==> src/rtl/tsv_share_arbiter.sv <==
// rtl/tsv_share_arbiter.sv - round-robin time-sharing of one TSV bundle among NREQ requesters
//
// Ports:
//   clk1        in   rising-edge clock
//   rst_n       in   asynchronous active-low reset
//   req_valid   in   [NREQ]     requester i has a word
//   req_data    in   [NREQ*DW]  requester i word at [i*DW +: DW]
//   req_ready   out  [NREQ]     one-hot grant, combinational, only in IDLE
//   tsv_valid   out             word present on the TSVs
//   tsv_id      out  [IDW]      source requester of the word on the TSVs
//   tsv_data    out  [DW]       payload on the TSVs
//   tsv_ack     in              far layer accepted the word
//   busy        out             high while sending or settling
//   err_timeout out             sticky: a transfer was aborted unacknowledged
module tsv_share_arbiter #(
  parameter int NREQ = 4,
  parameter int DW   = 8,
  parameter int IDW  = 2,
  parameter int TURN = 1,
  parameter int TMO  = 15
) (
  input  logic               clk1,
  input  logic               rst_n,
  input  logic [NREQ-1:0]    req_valid,
  input  logic [NREQ*DW-1:0] req_data,
  output logic [NREQ-1:0]    req_ready,
  output logic               tsv_valid,
  output logic [IDW-1:0]     tsv_id,
  output logic [DW-1:0]      tsv_data,
  input  logic               tsv_ack,
  output logic               busy,
  output logic               err_timeout
);

  typedef enum logic [1:0] {S_IDLE, S_SEND, S_TURN} state_t;

  localparam logic [7:0] TMO_LAST  = 8'(TMO - 1);
  localparam logic [3:0] TURN_LAST = 4'((TURN > 0) ? TURN - 1 : 0);
  // With no settle gap a finished transfer returns straight to IDLE.
  localparam state_t     DONE_ST   = (TURN > 0) ? S_TURN : S_IDLE;

  state_t         state, state_nxt;
  logic [IDW-1:0] rr_ptr;
  logic [7:0]     tmo_cnt;
  logic [3:0]     turn_cnt;
  logic           any_valid;
  logic [IDW-1:0] win_idx;
  logic [DW-1:0]  win_data;
  logic           abort;

  // Round-robin search starting at rr_ptr, wrapping NREQ-1 -> 0.
  always_comb begin
    int j;
    j         = 0;
    any_valid = 1'b0;
    win_idx   = '0;
    for (int k = 0; k < NREQ; k++) begin
      j = int'(rr_ptr) + k;
      if (j >= NREQ) j = j - NREQ;
      if (!any_valid && req_valid[j]) begin
        any_valid = 1'b1;
        win_idx   = IDW'(j);
      end
    end
  end

  assign win_data = req_data[win_idx*DW +: DW];

  // Gated by rst_n so no grant is advertised while the block is held in reset.
  always_comb begin
    req_ready = '0;
    if (rst_n && state == S_IDLE && any_valid) req_ready[win_idx] = 1'b1;
  end

  always_comb begin
    state_nxt = state;
    abort     = 1'b0;
    case (state)
      S_IDLE: if (any_valid) state_nxt = S_SEND;
      S_SEND: begin
        // Ack on the expiry cycle wins over the abort.
        if (tsv_ack) begin
          state_nxt = DONE_ST;
        end else if (tmo_cnt == TMO_LAST) begin
          state_nxt = DONE_ST;
          abort     = 1'b1;
        end
      end
      S_TURN: if (turn_cnt == TURN_LAST) state_nxt = S_IDLE;
      default: state_nxt = S_IDLE;
    endcase
  end

  always_ff @(posedge clk1 or negedge rst_n) begin
    if (!rst_n) begin
      state       <= S_IDLE;
      rr_ptr      <= '0;
      tmo_cnt     <= '0;
      turn_cnt    <= '0;
      tsv_valid   <= 1'b0;
      tsv_id      <= '0;
      tsv_data    <= '0;
      busy        <= 1'b0;
      err_timeout <= 1'b0;
    end else begin
      state     <= state_nxt;
      tsv_valid <= (state_nxt == S_SEND);
      busy      <= (state_nxt != S_IDLE);
      if (abort) err_timeout <= 1'b1;
      case (state)
        S_IDLE: begin
          if (any_valid) begin
            tsv_id   <= win_idx;
            tsv_data <= win_data;
            rr_ptr   <= (win_idx == IDW'(NREQ - 1)) ? '0 : win_idx + 1'b1;
            tmo_cnt  <= '0;
          end
        end
        S_SEND: begin
          tmo_cnt  <= tmo_cnt + 8'd1;
          turn_cnt <= '0;
        end
        S_TURN:  turn_cnt <= turn_cnt + 4'd1;
        default: ;
      endcase
    end
  end

endmodule

==> config.mk <==
export PLATFORM = sky130hd
export DESIGN_NAME = tsv_share_arbiter
export DESIGN_NICKNAME = d
export VERILOG_FILES = /design/src/rtl/tsv_share_arbiter.sv
export SDC_FILE = /design/constraint.sdc
export NUM_CORES = 1
export LEC_CHECK = 0
export ABC_CLOCK_PERIOD_IN_PS = 2200
export CAP_MARGIN = 30
export CORE_MARGIN = 1.5
export CORE_UTILIZATION = 49
export CTS_BUF_LIST = sky130_fd_sc_hd__clkbuf_8
export DETAILED_ROUTE_END_ITERATION = 7
export HOLD_SLACK_MARGIN = 0.02
export PLACE_DENSITY = 0.81
export SYNTH_ARGS = -nofsm -noshare
export SYNTH_HDL_FRONTEND = slang
export SYNTH_SLANG_ARGS = --single-unit
==> constraint.sdc <==
create_clock -name clk1 -period 2.2 [get_ports clk1]
set_input_delay 0.33 -clock clk1 [delete_from_list [all_inputs] [get_ports clk1]]
set_output_delay 0.33 -clock clk1 [all_outputs]
set_load 0.03 [all_outputs]
Word-level counts from Yosys, hierarchy flattened. Cells that the tools add are included.

Bits of input ports: 39. Bits in registers: 29. Output and inout bits: 17.

Magnitude comparators: 10. Reductions and logical operators: 16. Muxes and demuxes: 39. Equality and inequality tests: 6. Shift operators: 1. $add $sub $neg: 10.

Operators with widths (number): $lt A32 B4 Y1 const B (4); $mux W32 (4); $shiftx A32 B6 Y8 (1); $mux W2 (9); $mux W1 (16); $pmux W8 S2 (1); $sub A3 B3 Y4 const B (3); $ge A3 B3 Y1 const B (3); $add A8 B1 Y8 const B (1); $bmux W1 S2 (4); $eq A8 B4 Y1 const B (1); $mux W8 (1); $pmux W4 S2 (1); $add A2 B2 Y3 const B (2); $logic_and A1 B1 Y1 (6); $pmux W2 S3 (1); $reduce_bool A2 Y1 (3); $add A4 B1 Y4 const B (1); $eq A2 B1 Y1 const B (2); $eq A2 B2 Y1 const B (2); $logic_not A4 Y1 (1); $mux W4 (1); $reduce_and A2 Y1 (2); $sub A2 B3 Y4 const B (1); 9 further kinds (11).

Longest topological paths before layout. Gate-level depths: netlist of the first run.

Depth after elaboration: 20. Mapped depth: 8.

Least setup slack after synthesis of the first run. Ideal clock, no wire load.

Path type: register to output. Start: reg rr_ptr[1]. End: out req_ready[2]. Path slack: 227 ps. Buffers on the path: 2. Data arrival time: 1643 ps. Cell stages (with the launch flop): 9. Cells stage by stage: dfrtp_1 buf_4 nand2b_1 a21oi_2 nor2_4 inv_4 buf_8 ha_1 and3_1.

Longest elaborated chain between the ends: 20. Elaborated cells on any way between the ends: 48.

Ends and longest elaborated chain: from (decl) (RTL line 43) `logic [IDW-1:0] rr_ptr;`; from (signal assigned) (RTL line 115) `rr_ptr <= (win_idx == IDW'(NREQ - 1)) ? '0 : win_idx + 1'b1;`; parallel branches: the longest is 14 deep, another holds $sub A3 B3 Y4; $mux W2 (*) (RTL line 60) `if (!any_valid && req_valid[j]) begin`; named net win_idx[0] (RTL line 47) `logic [IDW-1:0] win_idx;`; $lt A2 B3 Y1 (not written as such) or $ge A2 B1 Y1 (tied branches) (RTL line 72) `if (rst_n && state == S_IDLE && any_valid) req_ready[win_idx] = 1'b1;`; $logic_and A1 B1 Y1 (not written as such) (RTL line 72); $mux W1 (not written as such) (RTL line 72); $demux W1 S2 (*) (RTL line 72); $mux W4 (*) (RTL line 72); to (decl) (RTL line 26) `output logic [NREQ-1:0] req_ready,`.

Mark *: on every way through the listed nets, which the timed path passes. The select of a mux whose other input is x is not followed.

Final worst setup path of the first run.
Start: reg rr_ptr[1]. End: out req_ready[1].

Same word-level chain as after synthesis.

==> results of run 1 <==
-- timing repair --
| action | CTS | global route |
|---|---|---|
| pin swaps | 2 | 4 |
| setup buffers | 4 | 4 |
| gates cloned | 0 | 0 |
| endpoints found under the hold margin | 0 | 0 |
| endpoints found under the setup margin | 4 | 4 |
| gates resized for setup | 9 | 10 |
-- power by group --
group / internal, W / leakage (nW) / switching, W
combinational: 0.00102 / 0.934 / 0.00115
sequential: 0.000722 / 0.364 / 0.000154
clock: 0.000218 / 0.0439 / 0.000216
total: 0.00196 / 1.34 / 0.00152
-- layout by cell type (no fill, tap or decap), drive strengths merged, types with 4 or more instances in the layout --
| master | synthesis | layout |
|---|---|---|
| o21ai | 15 | 15 |
| o311ai | 4 | 4 |
| nor2 | 17 | 17 |
| clkdlybuf4s50 | 0 | 47 |
| a211o | 5 | 5 |
| nand3 | 12 | 12 |
| buf | 6 | 46 |
| mux2i | 9 | 9 |
| clkbuf | 2 | 5 |
| dfrtp | 29 | 29 |
| a211oi | 5 | 5 |
| inv | 14 | 14 |
| ha | 12 | 12 |
| and3 | 8 | 8 |
| a2111oi | 5 | 5 |
| nand2 | 20 | 20 |
| nand2b | 5 | 5 |
| a21oi | 4 | 4 |
-- per-layer routing --
layer | track usage | vias to the layer above
met4 | 0.0885 | 0
met2 | 0.415 | 50
met1 | 0.313 | 861
met3 | 0.0428 | 7
li1 | - | 923
met5 | 0 | -
-- how the worst max path moves through the flow --
stage	from	to	depth (start not counted)
final	rr_ptr[1]	req_ready[1]	7
after floorplan	rr_ptr[1]	req_ready[2]	8
after detailed placement	req_valid[3]	req_ready[1]	8
after global placement	req_valid[3]	req_ready[1]	8
after global routing	rr_ptr[1]	req_ready[2]	7
after CTS	rr_ptr[1]	req_ready[1]	7
-- flip-flops by register name (all words and copies together), names as in the netlist --
signal and cells:
rr_ptr 2, tsv_valid 1, tsv_data 8, tmo_cnt 8, err_timeout 1, busy 1, turn_cnt 4, state 2
tsv_id 2
-- kinds of logic after synthesis --
family | after synthesis
AO/OA/AOI/OAI | 52
adder cells (fa/ha/maj) | 12
AND/OR/NAND/NOR | 74
buffers and inverters | 22
multiplexers | 9
flip-flops | 29
XOR/XNOR | 4
-- worst max-delay path, cell delays in order (launching register included) --
cell	delay, ps
dfrtp_2	460
and3b_1	200
o21a_1	210
nor2_4	160
inv_4	80
ha_4	150
and3_4	160
buf_12	130
-- through the flow --
step           area [um^2]  hold slack, ps  utilization
6_report              2940             467        0.791
5_1_grt               2940             497        0.791
4_1_cts               2860             476        0.770
3_5_place_dp          2740             459        0.736
3_3_place_gp          2740             449        0.736
2_1_floorplan         1930            34.4            -
-- layout make-up --
class / count / share of cell area
flip-flops and latches: 29 / 0.248
well taps: 48 / 0.0204
multi-input cells: 151 / 0.383
clock buffers: 5 / 0.0234
inverters: 14 / 0.0196
repair buffers: 97 / 0.300
clock inverters: 3 / 0.00596
==> results.rst, run 1 <==
.. list-table::
   :header-rows: 1

   * - Metric
     - Value
   * - Leakage Power
     - 1.34 nW
   * - Share of final-layout standard cells stronger than drive strength 1
     - 0.244
   * - # diodes
     - 0
   * - Number of unique standard cell types used by synthesis
     - 50
   * - Worst Path Required
     - roughly 1900 ps
   * - Clk pin slew, worst setup/hold paths
     - ~70 ps
   * - Detailed-routing iteration count for the pre-antenna-repair pass
     - 4
   * - Net count reported at finish
     - around 350
   * - Highest metal layer with signal wires
     - met4
   * - Area of the multi-input gates
     - 1130 um^2
   * - Depth of the worst register-to-register path
     - 7
   * - Half-perimeter wire length of the detailed placement result
     - just under 4 mm
   * - Quantity of hold-fixing buffers added after cts
     - 0
   * - Data arrival time of the critical path
     - 1840 ps
   * - Ys async rst share
     - 1.00
   * - Reported max-cap violation count
     - 0
   * - Total via count after detailed routing
     - 1841
   * - Number of sinks driven by the clock tree
     - 29
   * - Min-Delay Startpoint
     - err_timeout
   * - DR DRC count
     - 0
   * - Number of fillers in the final layout
     - ~250
   * - Share of the synthesized area in compound gates (AO/OA/AOI/OAI)
     - 0.215
   * - TritonCTS buffer count
     - 5
   * - Worst vdd rail ir drop
     - ~0.65 mV
   * - Die area
     - 4320 um^2
   * - Wire length on met3
     - about 220 um
   * - Final weighted congestion in routability-driven placement
     - about 0.79
   * - Gate count after technology mapping
     - about 200
   * - First-pass GRT wire length
     - 8.15 mm
   * - TritonCTS clock tree
     - built
   * - Final critical-path required period
     - 2170 ps
   * - Chip Width
     - between 60 and 70 um
   * - Max-slew headroom
     - 0.609
   * - CORE AREA
     - 3720 um^2
   * - Syn. warnings
     - 0
   * - Met2 WL post-DR
     - between 2 and 2.5 mm
   * - Number of H-tree levels
     - 2
   * - Final Max Slew Viols
     - 0
   * - Outcome
     - complete, no violations
   * - Count of endpoints failing setup in the final report
     - 0
   * - Clock Skew
     - slightly below 5 ps
   * - Crit Reg-Reg Startpoint
     - rr_ptr[1]
   * - Synth top cells by count
     - dfrtp_1 (29), nand2_1 (20), nor2_1 (15), o21ai_0 (14)
   * - Post-Synth Simple-Gate Area
     - 0.204
   * - Netlist area before placement
     - 1930 um^2
   * - Number of synthesized flops with an enable pin
     - 0
   * - Number of port buffers
     - 55
   * - Insertion delay of the later-clocked pin in the worst-skew pair
     - approximately 280 ps
   * - Count leader, synth
     - dfrtp_1
   * - Portion of netlist area occupied by mux cells
     - 0.0467
   * - Cell type with the largest total area after synthesis
     - dfrtp_1
   * - Antenna violations before repair
     - 0
   * - Worst Setup Slack post-DPL
     - -166 ps
   * - Final setup margin
     - 30.7 ps
   * - Residual antenna-violating net count after detailed routing
     - 0
   * - Total gr overflow
     - 0
   * - Maximum fanout count along the critical path
     - 7
   * - Iteration-0 DRC count of the detailed router
     - approximately 140
   * - Number of global-route vias before repair
     - about 1800
   * - Worst min-delay path category
     - flip-flop to flip-flop
   * - Area share of the leading cell type in the synthesized netlist
     - 0.376
   * - Via-to-Cell Ratio
     - around 5.3
   * - Period utilisation layout
     - 0.986
   * - Capture point of the worst reg-to-reg path
     - tsv_data[7]
   * - Max Fclk
     - between 400 and 500 MHz
   * - Pwr Total
     - around 0.0035 W
   * - Post-Synthesis Net Count
     - 253
   * - Finished Layout Cells
     - 347
   * - Detailed Route WL
     - 4.87 mm
   * - Kind of critical path
     - flip-flop to output pin
   * - Buffer cell driving the clock tree root
     - clkbuf_8
   * - Post-route setup TNS
     - 0 ps
   * - Flip-flop and latch count after synthesis
     - 29
   * - Num ports
     - 56
   * - Terminating pin of the worst hold path
     - err_timeout
   * - Initial core utilization
     - 0.519
   * - Number of placed instances, taps included
     - 331
   * - Number of buffers on the longest clock path
     - 2
   * - Layout Area Growth over Synthesis
     - 52.5%
   * - Number of standard-cell rows in the floorplan
     - 22
   * - Gr usage total
     - 0.246
   * - Avg Cell Area, Syn
     - 9.55 um^2
   * - Area occupied by registers
     - 728 um^2
   * - Adder and majority gate portion of the synthesized area
     - 0.0779
   * - Setup repair after global routing missed its margin
     - yes
   * - Number of endpoints with negative hold slack in the final report
     - 0
   * - Cells taking the most area after synthesis
     - dfrtp_1 (38%), ha_1 (7.8%), mux2i_1 (4.7%)
   * - Final routed wire length divided by cell count
     - around 14 um
   * - Nature of the critical path startpoint
     - flip-flop
   * - Worst reg-to-reg setup slack
     - between 150 and 200 ps
   * - Largest net degree at the start of global routing
     - 15
   * - Portion of the post-synthesis area used by sequential elements
     - 0.376
   * - Main synth FF type
     - dfrtp_1
   * - Worst Tran Pin Value
     - approximately 570 ps
   * - Fraction of synthesized cell area in xor and xnor cells
     - 0.0182
   * - Main combinational cell family by area after synthesis
     - compound AO/OA/AOI/OAI gates
   * - Chip Height
     - 65.7 um
   * - DRT met1 WL
     - between 2 and 2.5 mm
   * - Power density cells
     - around 1200 nW/um^2
   * - Critical path endpoint category
     - output pin
   * - Hold path depth
     - 2
Power figures use the tool's default switching activity.
==> inputs of run 2 (changes only) <==
Settings changed: SLEW_MARGIN from default to 10.
==> results of run 2 <==
Final layout, timing and power as in run 1 (identical DEF).
